**config.mk**
```make
export PLATFORM = sky130hd
export DESIGN_NAME = demux_destino
export DESIGN_NICKNAME = d
export VERILOG_FILES = /design/src/rtl/demux_destino.sv
export SDC_FILE = /design/constraint.sdc
export NUM_CORES = 1
export LEC_CHECK = 0
export BUFFER_PORTS_ARGS = -buffer_cell sky130_fd_sc_hd__buf_2
export CAP_MARGIN = 20
export CORE_MARGIN = 1.5
export CORE_UTILIZATION = 30
export CTS_BUF_LIST = sky130_fd_sc_hd__clkbuf_4 sky130_fd_sc_hd__clkbuf_8 sky130_fd_sc_hd__clkbuf_16
export CTS_CLUSTER_SIZE = 25
export DETAILED_ROUTE_END_ITERATION = 8
export PLACE_DENSITY = 0.54
export SETUP_SLACK_MARGIN = 0.1
export SYNTH_ARGS = -nofsm -noshare
export SYNTH_HDL_FRONTEND = slang
export SYNTH_SLANG_ARGS = --single-unit
```
**constraint.sdc**
```tcl
create_clock -name clk -period 4.2 [get_ports clk]
set_input_delay 0.84 -clock clk [delete_from_list [all_inputs] [get_ports clk]]
set_output_delay 0.84 -clock clk [all_outputs]
set_load 0.01 [all_outputs]
```
**src/rtl/demux_destino.sv**
```systemverilog
// demux_destino
// Egress-side consumer of the round-robin arbiter output stream. Incoming
// words are buffered in a small in-order FIFO and delivered one per cycle to
// one of four egress FIFOs, chosen by the two MSBs of the word. Delivery of
// the head word waits while its egress FIFO reports almost_full. Words behind
// a blocked head also wait, so ordering is strictly preserved.
//
// Ports:
//   clk, reset                      clock (rising edge), async active-high reset
//   push_in, data_in                upstream write strobe and word
//   stall                           buffer full; a word pushed now is dropped
//   almost_full_E0..E3              egress backpressure
//   push_E0..E3, data_out_E0..E3    registered egress write strobes and data
//   cnt_E0..E3                      words delivered per destination (wrapping)
//   drop_cnt                        words rejected while stalled (saturating)
//   state                           00 IDLE, 01 ACTIVE, 10 BLOCKED
module demux_destino #(
   parameter int DATA_WIDTH = 10,
   parameter int BUF_DEPTH  = 4,
   parameter int CNT_WIDTH  = 8
) (
   input  logic                  clk,
   input  logic                  reset,
   input  logic                  push_in,
   input  logic [DATA_WIDTH-1:0] data_in,
   output logic                  stall,
   input  logic                  almost_full_E0,
   input  logic                  almost_full_E1,
   input  logic                  almost_full_E2,
   input  logic                  almost_full_E3,
   output logic                  push_E0,
   output logic                  push_E1,
   output logic                  push_E2,
   output logic                  push_E3,
   output logic [DATA_WIDTH-1:0] data_out_E0,
   output logic [DATA_WIDTH-1:0] data_out_E1,
   output logic [DATA_WIDTH-1:0] data_out_E2,
   output logic [DATA_WIDTH-1:0] data_out_E3,
   output logic [CNT_WIDTH-1:0]  cnt_E0,
   output logic [CNT_WIDTH-1:0]  cnt_E1,
   output logic [CNT_WIDTH-1:0]  cnt_E2,
   output logic [CNT_WIDTH-1:0]  cnt_E3,
   output logic [CNT_WIDTH-1:0]  drop_cnt,
   output logic [1:0]            state
);

   localparam int PTR_W = $clog2(BUF_DEPTH);
   localparam logic [PTR_W:0] COUNT_FULL = (PTR_W+1)'(BUF_DEPTH);
   localparam logic [PTR_W:0] COUNT_ONE  = (PTR_W+1)'(1);

   typedef enum logic [1:0] {
      IDLE    = 2'b00,
      ACTIVE  = 2'b01,
      BLOCKED = 2'b10
   } state_t;

   logic [DATA_WIDTH-1:0] mem [BUF_DEPTH];
   logic [PTR_W-1:0]      wr_ptr;
   logic [PTR_W-1:0]      rd_ptr;
   logic [PTR_W-1:0]      rd_ptr_inc;
   logic [PTR_W:0]        count;
   logic [PTR_W:0]        count_next;

   logic [3:0]            almost_full;
   logic [DATA_WIDTH-1:0] head;
   logic [DATA_WIDTH-1:0] head_after;
   logic [1:0]            dest;
   logic [1:0]            dest_after;
   logic                  accept;
   logic                  pop;

   logic [3:0]            push_q;
   logic [DATA_WIDTH-1:0] data_q [4];
   logic [CNT_WIDTH-1:0]  cnt_q [4];
   logic [CNT_WIDTH-1:0]  drop_q;

   state_t                state_q;
   state_t                state_d;

   assign almost_full = {almost_full_E3, almost_full_E2, almost_full_E1, almost_full_E0};

   // stall looks at the stored count only, so a pop in the same cycle as a
   // full-buffer write does not make room for that write.
   assign stall      = (count == COUNT_FULL);
   assign accept     = push_in & ~stall;
   assign head       = mem[rd_ptr];
   assign dest       = head[DATA_WIDTH-1 -: 2];
   assign pop        = (count != '0) && !almost_full[dest];
   assign rd_ptr_inc = rd_ptr + 1'b1;
   assign dest_after = head_after[DATA_WIDTH-1 -: 2];

   // Buffer storage carries no reset; entries are only ever read when count
   // says they hold a valid word.
   always_ff @(posedge clk) begin
      if (accept) begin
         mem[wr_ptr] <= data_in;
      end
   end

   // Occupancy after this edge: a simultaneous write and pop leaves it unchanged.
   always_comb begin
      count_next = count;
      if (accept && !pop) begin
         count_next = count + COUNT_ONE;
      end else if (!accept && pop) begin
         count_next = count - COUNT_ONE;
      end
   end

   // Pointers wrap naturally because BUF_DEPTH is a power of two.
   always_ff @(posedge clk or posedge reset) begin
      if (reset) begin
         wr_ptr <= '0;
         rd_ptr <= '0;
         count  <= '0;
      end else begin
         if (accept) begin
            wr_ptr <= wr_ptr + 1'b1;
         end
         if (pop) begin
            rd_ptr <= rd_ptr_inc;
         end
         count <= count_next;
      end
   end

   // Head word as it will be after this edge, used to decide whether the
   // next cycle starts out blocked. When the buffer drains to exactly the
   // incoming word, that word is not in mem yet, so take it from data_in.
   always_comb begin
      head_after = head;
      if (pop) begin
         if (count > COUNT_ONE) begin
            head_after = mem[rd_ptr_inc];
         end else begin
            head_after = data_in;
         end
      end else if (count == '0) begin
         head_after = data_in;
      end
   end

   // State register
   always_ff @(posedge clk or posedge reset) begin
      if (reset) begin
         state_q <= IDLE;
      end else begin
         state_q <= state_d;
      end
   end

   // State reflects the post-update buffer: empty, flowing, or head blocked.
   always_comb begin
      state_d = IDLE;
      if (count_next != '0) begin
         if (almost_full[dest_after]) begin
            state_d = BLOCKED;
         end else begin
            state_d = ACTIVE;
         end
      end
   end

   assign state = state_q;

   // Egress delivery and statistics. Only the selected destination's data
   // register is written, so every data_out holds its last delivered word.
   always_ff @(posedge clk or posedge reset) begin
      if (reset) begin
         push_q <= '0;
         drop_q <= '0;
         for (int i = 0; i < 4; i++) begin
            data_q[i] <= '0;
            cnt_q[i]  <= '0;
         end
      end else begin
         push_q <= '0;
         if (pop) begin
            push_q[dest] <= 1'b1;
            data_q[dest] <= head;
            cnt_q[dest]  <= cnt_q[dest] + 1'b1;
         end
         if (push_in && stall && (drop_q != '1)) begin
            drop_q <= drop_q + 1'b1;
         end
      end
   end

   assign push_E0     = push_q[0];
   assign push_E1     = push_q[1];
   assign push_E2     = push_q[2];
   assign push_E3     = push_q[3];
   assign data_out_E0 = data_q[0];
   assign data_out_E1 = data_q[1];
   assign data_out_E2 = data_q[2];
   assign data_out_E3 = data_q[3];
   assign cnt_E0      = cnt_q[0];
   assign cnt_E1      = cnt_q[1];
   assign cnt_E2      = cnt_q[2];
   assign cnt_E3      = cnt_q[3];
   assign drop_cnt    = drop_q;

endmodule

```
# [Word level (Yosys, flattened, before mapping)]
# Memories as Yosys holds them, arrays and structs flattened.
# Cells that the tools add are included.
[op_classes] addsub=6 n_lt_le_gt_ge=6 n_eq_ne=2 n_mux=25 bitwise_logic=3 n_reduce_logical=13
[ops] operator="40-bit bitwise mux" n=1
[ops] operator="10-bit two-way mux" n=4
[ops] operator="32-bit bitwise mux" n=1
[ops] operator="8-bit two-way mux" n=3
[ops] operator="10-bit demux with 2-bit select" n=1
[ops] operator="8-bit by 1-bit adder with 8-bit output (second input constant)" n=2
[ops] operator="8-bit binary-select mux with 2-bit select" n=1
[ops] operator="8-bit demux with 2-bit select" n=1
[ops] operator="8-bit inequality test (second input constant)" n=1
[ops] operator="1-bit logical AND" n=7
[ops] operator="2-bit by 3-bit less-than comparator with 1-bit output (second input constant)" n=2
[ops] operator="3-bit two-way mux" n=2
[ops] operator="3-bit nonzero test" n=2
[ops] operator="1-bit two-way mux" n=5
[ops] operator="2-bit by 1-bit adder with 2-bit output (second input constant)" n=2
[ops] operator="1-bit binary-select mux with 2-bit select" n=2
[ops] operator="2-bit two-way mux" n=2
[ops] operator="4-bit two-way mux" n=1
[ops] operator="3-bit by 1-bit adder with 3-bit output (second input constant)" n=1
[ops] operator="3-bit == test (second input constant)" n=1
[ops] operator="3-bit greater-or-equal comparator (second input constant)" n=1
[ops] operator="3-bit by 1-bit greater-than comparator with 1-bit output (second input constant)" n=1
[ops] operator="1-bit logical NOT" n=3
[ops] operator="3-bit logical NOT" n=1
[ops] operator="7 further kinds" n=7
[word_totals] ff_bits=93 ramBits=40 inputBits=17 output_inout_bits=87 elab_cells=70 n_memories=1
[mem_list] name="mem" depth=4 word_bits=10 read_ports=2 rd_ports_with_merged_regs=0 wr=1 line_no="57" source="logic [DATA_WIDTH-1:0] mem [BUF_DEPTH];"

# [Logic depth before layout (Yosys ltp)]
# An unclocked memory read counts as a cell.
[logic_depth] depth_word=10 depth_mapped=9

# [Worst setup path after synthesis]
# OpenSTA, ideal clock, no wires.
[synth_path] kind="reg2reg" startpoint="register rd_ptr[1]" endpoint="register state_q[1], in the netlist state[1]" setup_ns=0.120 t_arrival_ns=2.422 required_time_ns=4.080 slack_ns=1.658 path_stages_with_launch=8 path_buffers=0 synth_period_minus_slack_ns=2.542 cell_sequence="dfrtp_1 -> mux4_2 -> mux2i_2 -> mux2i_2 -> nor3_1 -> or4_1 -> a2bb2oi_1 -> and3b_1"
[synth_via] elab_chain_cells=10
[synth_rtl] element="start, declared" line_no="59" source="logic [PTR_W-1:0] rd_ptr;"
[synth_rtl] element="start signal, assigned" line_no="121" source="rd_ptr <= rd_ptr_inc;"
[synth_rtl] element="memory 4 x 10 bit (*)"
[synth_rtl] element="1-bit binary-select mux with 2-bit select" line_no="88" source="assign pop = (count != '0) && !almost_full[dest];"
[synth_rtl] element="1-bit two-way mux (not written as such)" line_no="88"
[synth_rtl] element="1-bit logical NOT" line_no="88"
[synth_rtl] element="1-bit logical AND" line_no="88"
[synth_rtl] element="10-bit two-way mux (tied with other cells)" line_no="132" source="if (pop) begin"
[synth_rtl] element="1-bit binary-select mux with 2-bit select (tied with other cells)" line_no="156" source="if (almost_full[dest_after]) begin"
[synth_rtl] element="1-bit two-way mux (not written as such) or 3-bit two-way mux (tied branches)" line_no="156, 103"
[synth_rtl] element="2-bit two-way mux or 3-bit nonzero test (tied branches)" line_no="156, 155"
[synth_rtl] element="2-bit two-way mux (*)" line_no="155" source="if (count_next != '0) begin"
[synth_rtl] element="net state_d[1]" line_no="78" source="state_t state_d;"
[synth_rtl] element="end signal, assigned" line_no="148" source="state_q <= state_d;"
[synth_rtl] element="end, declared" line_no="77" source="state_t state_q;"
# The timed path passes the listed nets; every way through them passes the cells marked *. The select of a mux whose other input is x is not followed.
# A chain may end at the register's enable or synchronous reset.

# [Final worst setup path]
[layout_path] startpoint="register rd_ptr[0]" endpoint="register cnt_q (netlist bit cnt_E3[7])"
[layout_via] elab_chain_cells=7
[layout_rtl] element="memory 4 x 10 bit (*)"
[layout_rtl] element="2-bit inverter with 3-bit output (not written as such)" line_no="181" source="cnt_q[dest] <= cnt_q[dest] + 1'b1;"
[layout_rtl] element="8-bit binary-select mux with 2-bit select (tied with other cells)" line_no="181"
[layout_rtl] element="8-bit two-way mux (not written as such) or 1-bit logical AND (tied branches)" line_no="181"
[layout_rtl] element="8-bit two-way mux (not written as such)" line_no="181"
[layout_rtl] element="8-bit by 1-bit adder with 8-bit output or 8-bit demux with 2-bit select (tied branches)" line_no="181"
[layout_rtl] element="32-bit bitwise mux" line_no="181"
[layout_rtl] element="end signal, assigned by index" line_no="181"
[layout_rtl] element="end, declared" line_no="74" source="logic [CNT_WIDTH-1:0] cnt_q [4];"
# Mark *: on every way between the ends. The rest lies on a longest branch, timed or not. The select of a mux whose other input is x is not followed.

==> metrics.yaml <==
clocking:
  tritoncts: "yes"
  cts.clk_slew.worst_paths_ps: 60
  post_cts_buffers: 0
  postCtsHoldBufs: 0
  cts.path.max_buffers: 2
  clock-root-buffer: "clkbuf_16"
  numCtsBuffers: 17
  clock_sinks: 133
  cts.repair.resized: 0
  ctsHtreeMaxLevel: 4
  clock_latency_ps: 410
critical_path:
  ff2ff_path_depth: 9
  end_kind: "flip-flop"
  cp_common_cell: "buf_4"
  crit_slowest_cell: "mux4_2"
  r2r-start: "rd_ptr[0]$_DFFE_PP0P_"
  worstPathArrival_ps: 3440
  crit_required_ps: 4490
  critical-path-top-delay-family: "multiplexers"
  r2r_slack_ps: 1060
  critPathMaxStageDelay_ps: 560
  critPathMaxFanout: 17
  crit_buf_inv: 3
  critPathKind: "reg -> reg"
  crit_path_start_kind: "flip-flop"
  reg2reg_to: "cnt_E3[7]$_DFFE_PP0P_"
  crit_chain: "buf_4 -> mux4_2 -> mux2i_1 -> mux2i_2 -> nor2_4 -> nand3_1 -> buf_4 -> inv_1 -> mux2_2"
sta:
  finalMaxSlewViolations: 0
  hold_viol: 0
  min_period_ps: 3140
  tightest_slew_ps: 695
  finalWorstSetupSlack_ps: 1060
  fmax_mhz: 318
  setup_violations: 0
  finalClockSkew_ps: 5.79
  relSlewSlack: 0.535
  post-route-period-util: 0.748
  timing.setup.tns_ps: 0
  rsz0062_at_grt: "no"
detailed_routing:
  ant_nets: 0
  first_pass_iters: 6
  vias: 3569
  wl_per_cell_um: 17.1
  wl_um: 12800
  drc: 18
  vias_per_cell: 4.79
  drtIter0Drc: 286
synth:
  synth_area_leaders: "dfrtp_1 42%, edfxtp_1 21%, mux2_2 8.2%"
  async_flop_share: 0.699
  syn_inst: 388
  yosysSeqAreaShare: 0.630
  syn_area_um2: 5600
  synth_edf_count: 40
  synth_flop_cell: "dfrtp_1"
  synth_top_area_frac: 0.416
  syn_area_per_cell_um2: 14.4
  yosysTopAreaCell: "dfrtp_1"
  ys_ff_latch: 133
  synth.distinct_cells: 45
  synth_nets: 415
  yosys_warnings: 0
placed_design:
  place_ws_ps: 1030
  placed_area_um2: 6400
  hpwl_um: 9160
  io_buffers: 103
  routabilityCongestion: 0.798
run_status:
  outcome: "finished with violations"
  violations: "DRC"
global_route:
  gr-total-overflow: 0
  grt_max_degree: 38
  grtUsageTotal: 0.139
  grt_pass1_vias: 3704
  antenna_found_initial: 1
  grt_pass1_wl_um: 20500
floorplan:
  die_x_um: 140
  die_area_um2: 19500
  core-area_um2: 18100
  num_rows: 49
  die_h_um: 140
  ioPinCount: 104
  start_util: 0.308
cells_and_area:
  area_growth_pct: 24.5
  layout-drive-gt1-share: 0.404
  post-route-cell-area_um2: 6970
  final_core_util: 0.384
  fin_nets: 530
  fillers: 1739
  ff_latch_area_um2: 3530
  multi_input_area_um2: 1960
pwr:
  power.leakage_uw: 0.00308
  p_per_area_nw_per_um2: 814
  vdd_drop_max_v: 0.000368
flow_run:
  cap_viol_max_count: 0
worst_hold_path:
  worstHoldPathType: "in -> async"
==> layout make-up <==
type	count	share of cell area
clock buffers	18	0.0621
multi-input cells	228	0.281
clock inverters	13	0.0194
inverters	11	0.00611
well taps	229	0.0411
repair buffers	112	0.0837
flip-flops and latches	133	0.506
diodes	1	0.000359
==> kinds of logic after synthesis <==
logic type,count (synthesis),share of synthesized area
xor+xnor,17,0.0266
fa+ha+maj,10,0.0224
buf+inv,27,0.0201
simple gates,92,0.0823
flops,133,0.630
mux,65,0.172
compound gates,44,0.0460
==> synthesized netlist by cell type (2+ instances only) <==
cell type   n
a21oi_1     3
a31oi_1     2
and2_1      9
and3_1      4
buf_2       6
clkbuf_1    9
dfrtp_1    93
edfxtp_1   40
ha_1       10
inv_1      11
mux2_2     41
mux2i_2     2
mux4_2     20
nand2_1    38
nand2b_1    5
nand3_1     6
nand3b_1    3
nand4_1     2
nor2_1     11
nor2b_1     2
nor3_1      4
nor4_1      2
o21ai_0    28
xnor2_1    12
xor2_1      5
==> state kept, by name, summed over array words and instances (netlist names) <==
signal	cells
rd_ptr	2
cnt_E0	8
data_out_E1	10
data_out_E2	10
cnt_E2	8
cnt_E1	8
data_out_E3	10
cnt_E3	8
count	3
state	2
data_out_E0	10
drop_cnt	8
mem	40
push_q	4
wr_ptr	2
==> worst max-delay path by stage <==
stage	from	to	slack, ps	cells past startpoint
floorplan	reset	cnt_E0[0]$_DFFE_PP0P_	940	1
global placement	rd_ptr[0]$_DFFE_PP0P_	cnt_E3[7]$_DFFE_PP0P_	1120	9
detailed placement	rd_ptr[0]$_DFFE_PP0P_	cnt_E3[7]$_DFFE_PP0P_	1030	9
CTS	rd_ptr[0]$_DFFE_PP0P_	cnt_E3[7]$_DFFE_PP0P_	1000	9
global route	rd_ptr[0]$_DFFE_PP0P_	cnt_E2[2]$_DFFE_PP0P_	840	9
finish	rd_ptr[0]$_DFFE_PP0P_	cnt_E3[7]$_DFFE_PP0P_	1060	9
==> metal layers <==
metal  track usage  vias up  share of wire
met2         0.231       88           0.51
met1         0.167     1819           0.42
met3        0.0361       26          0.043
li1              -     1636              -
met5             0        -              0
met4        0.0709        0          0.027
==> placed cells by master (no fill, tap or decap), types with 3 or more instances in the layout <==
| cell type | instances |
|---|---|
| o21ai_0 | 28 |
| dfrtp_1 | 93 |
| ha_1 | 10 |
| clkbuf_16 | 17 |
| xnor2_1 | 12 |
| mux2_2 | 41 |
| and2_1 | 9 |
| nand2b_1 | 5 |
| clkinv_1 | 3 |
| nor3_1 | 4 |
| nand3_1 | 6 |
| xor2_1 | 5 |
| buf_4 | 9 |
| and3_1 | 4 |
| inv_1 | 10 |
| edfxtp_1 | 40 |
| nor2_1 | 11 |
| a21oi_1 | 3 |
| buf_2 | 103 |
| nand2_1 | 38 |
| mux4_2 | 20 |
| nand3b_1 | 3 |
| clkinv_4 | 4 |
==> stage by stage <==
| step | instances | total power (uW) | hold slack (ps) |
|---|---|---|---|
| floorplan | 388 | 3530 | 504 |
| global placement | 713 | 4250 | 454 |
| detailed placement | 713 | 4310 | 455 |
| CTS | 744 | 5750 | 389 |
| global route | 744 | 6040 | 409 |
| finish | 745 | 5670 | 394 |
==> power by group <==
part	internal, uW	switching (uW)
logic	1010	1230
clock network	873	540
registers	1770	253
(Power assumes the default switching activity.)
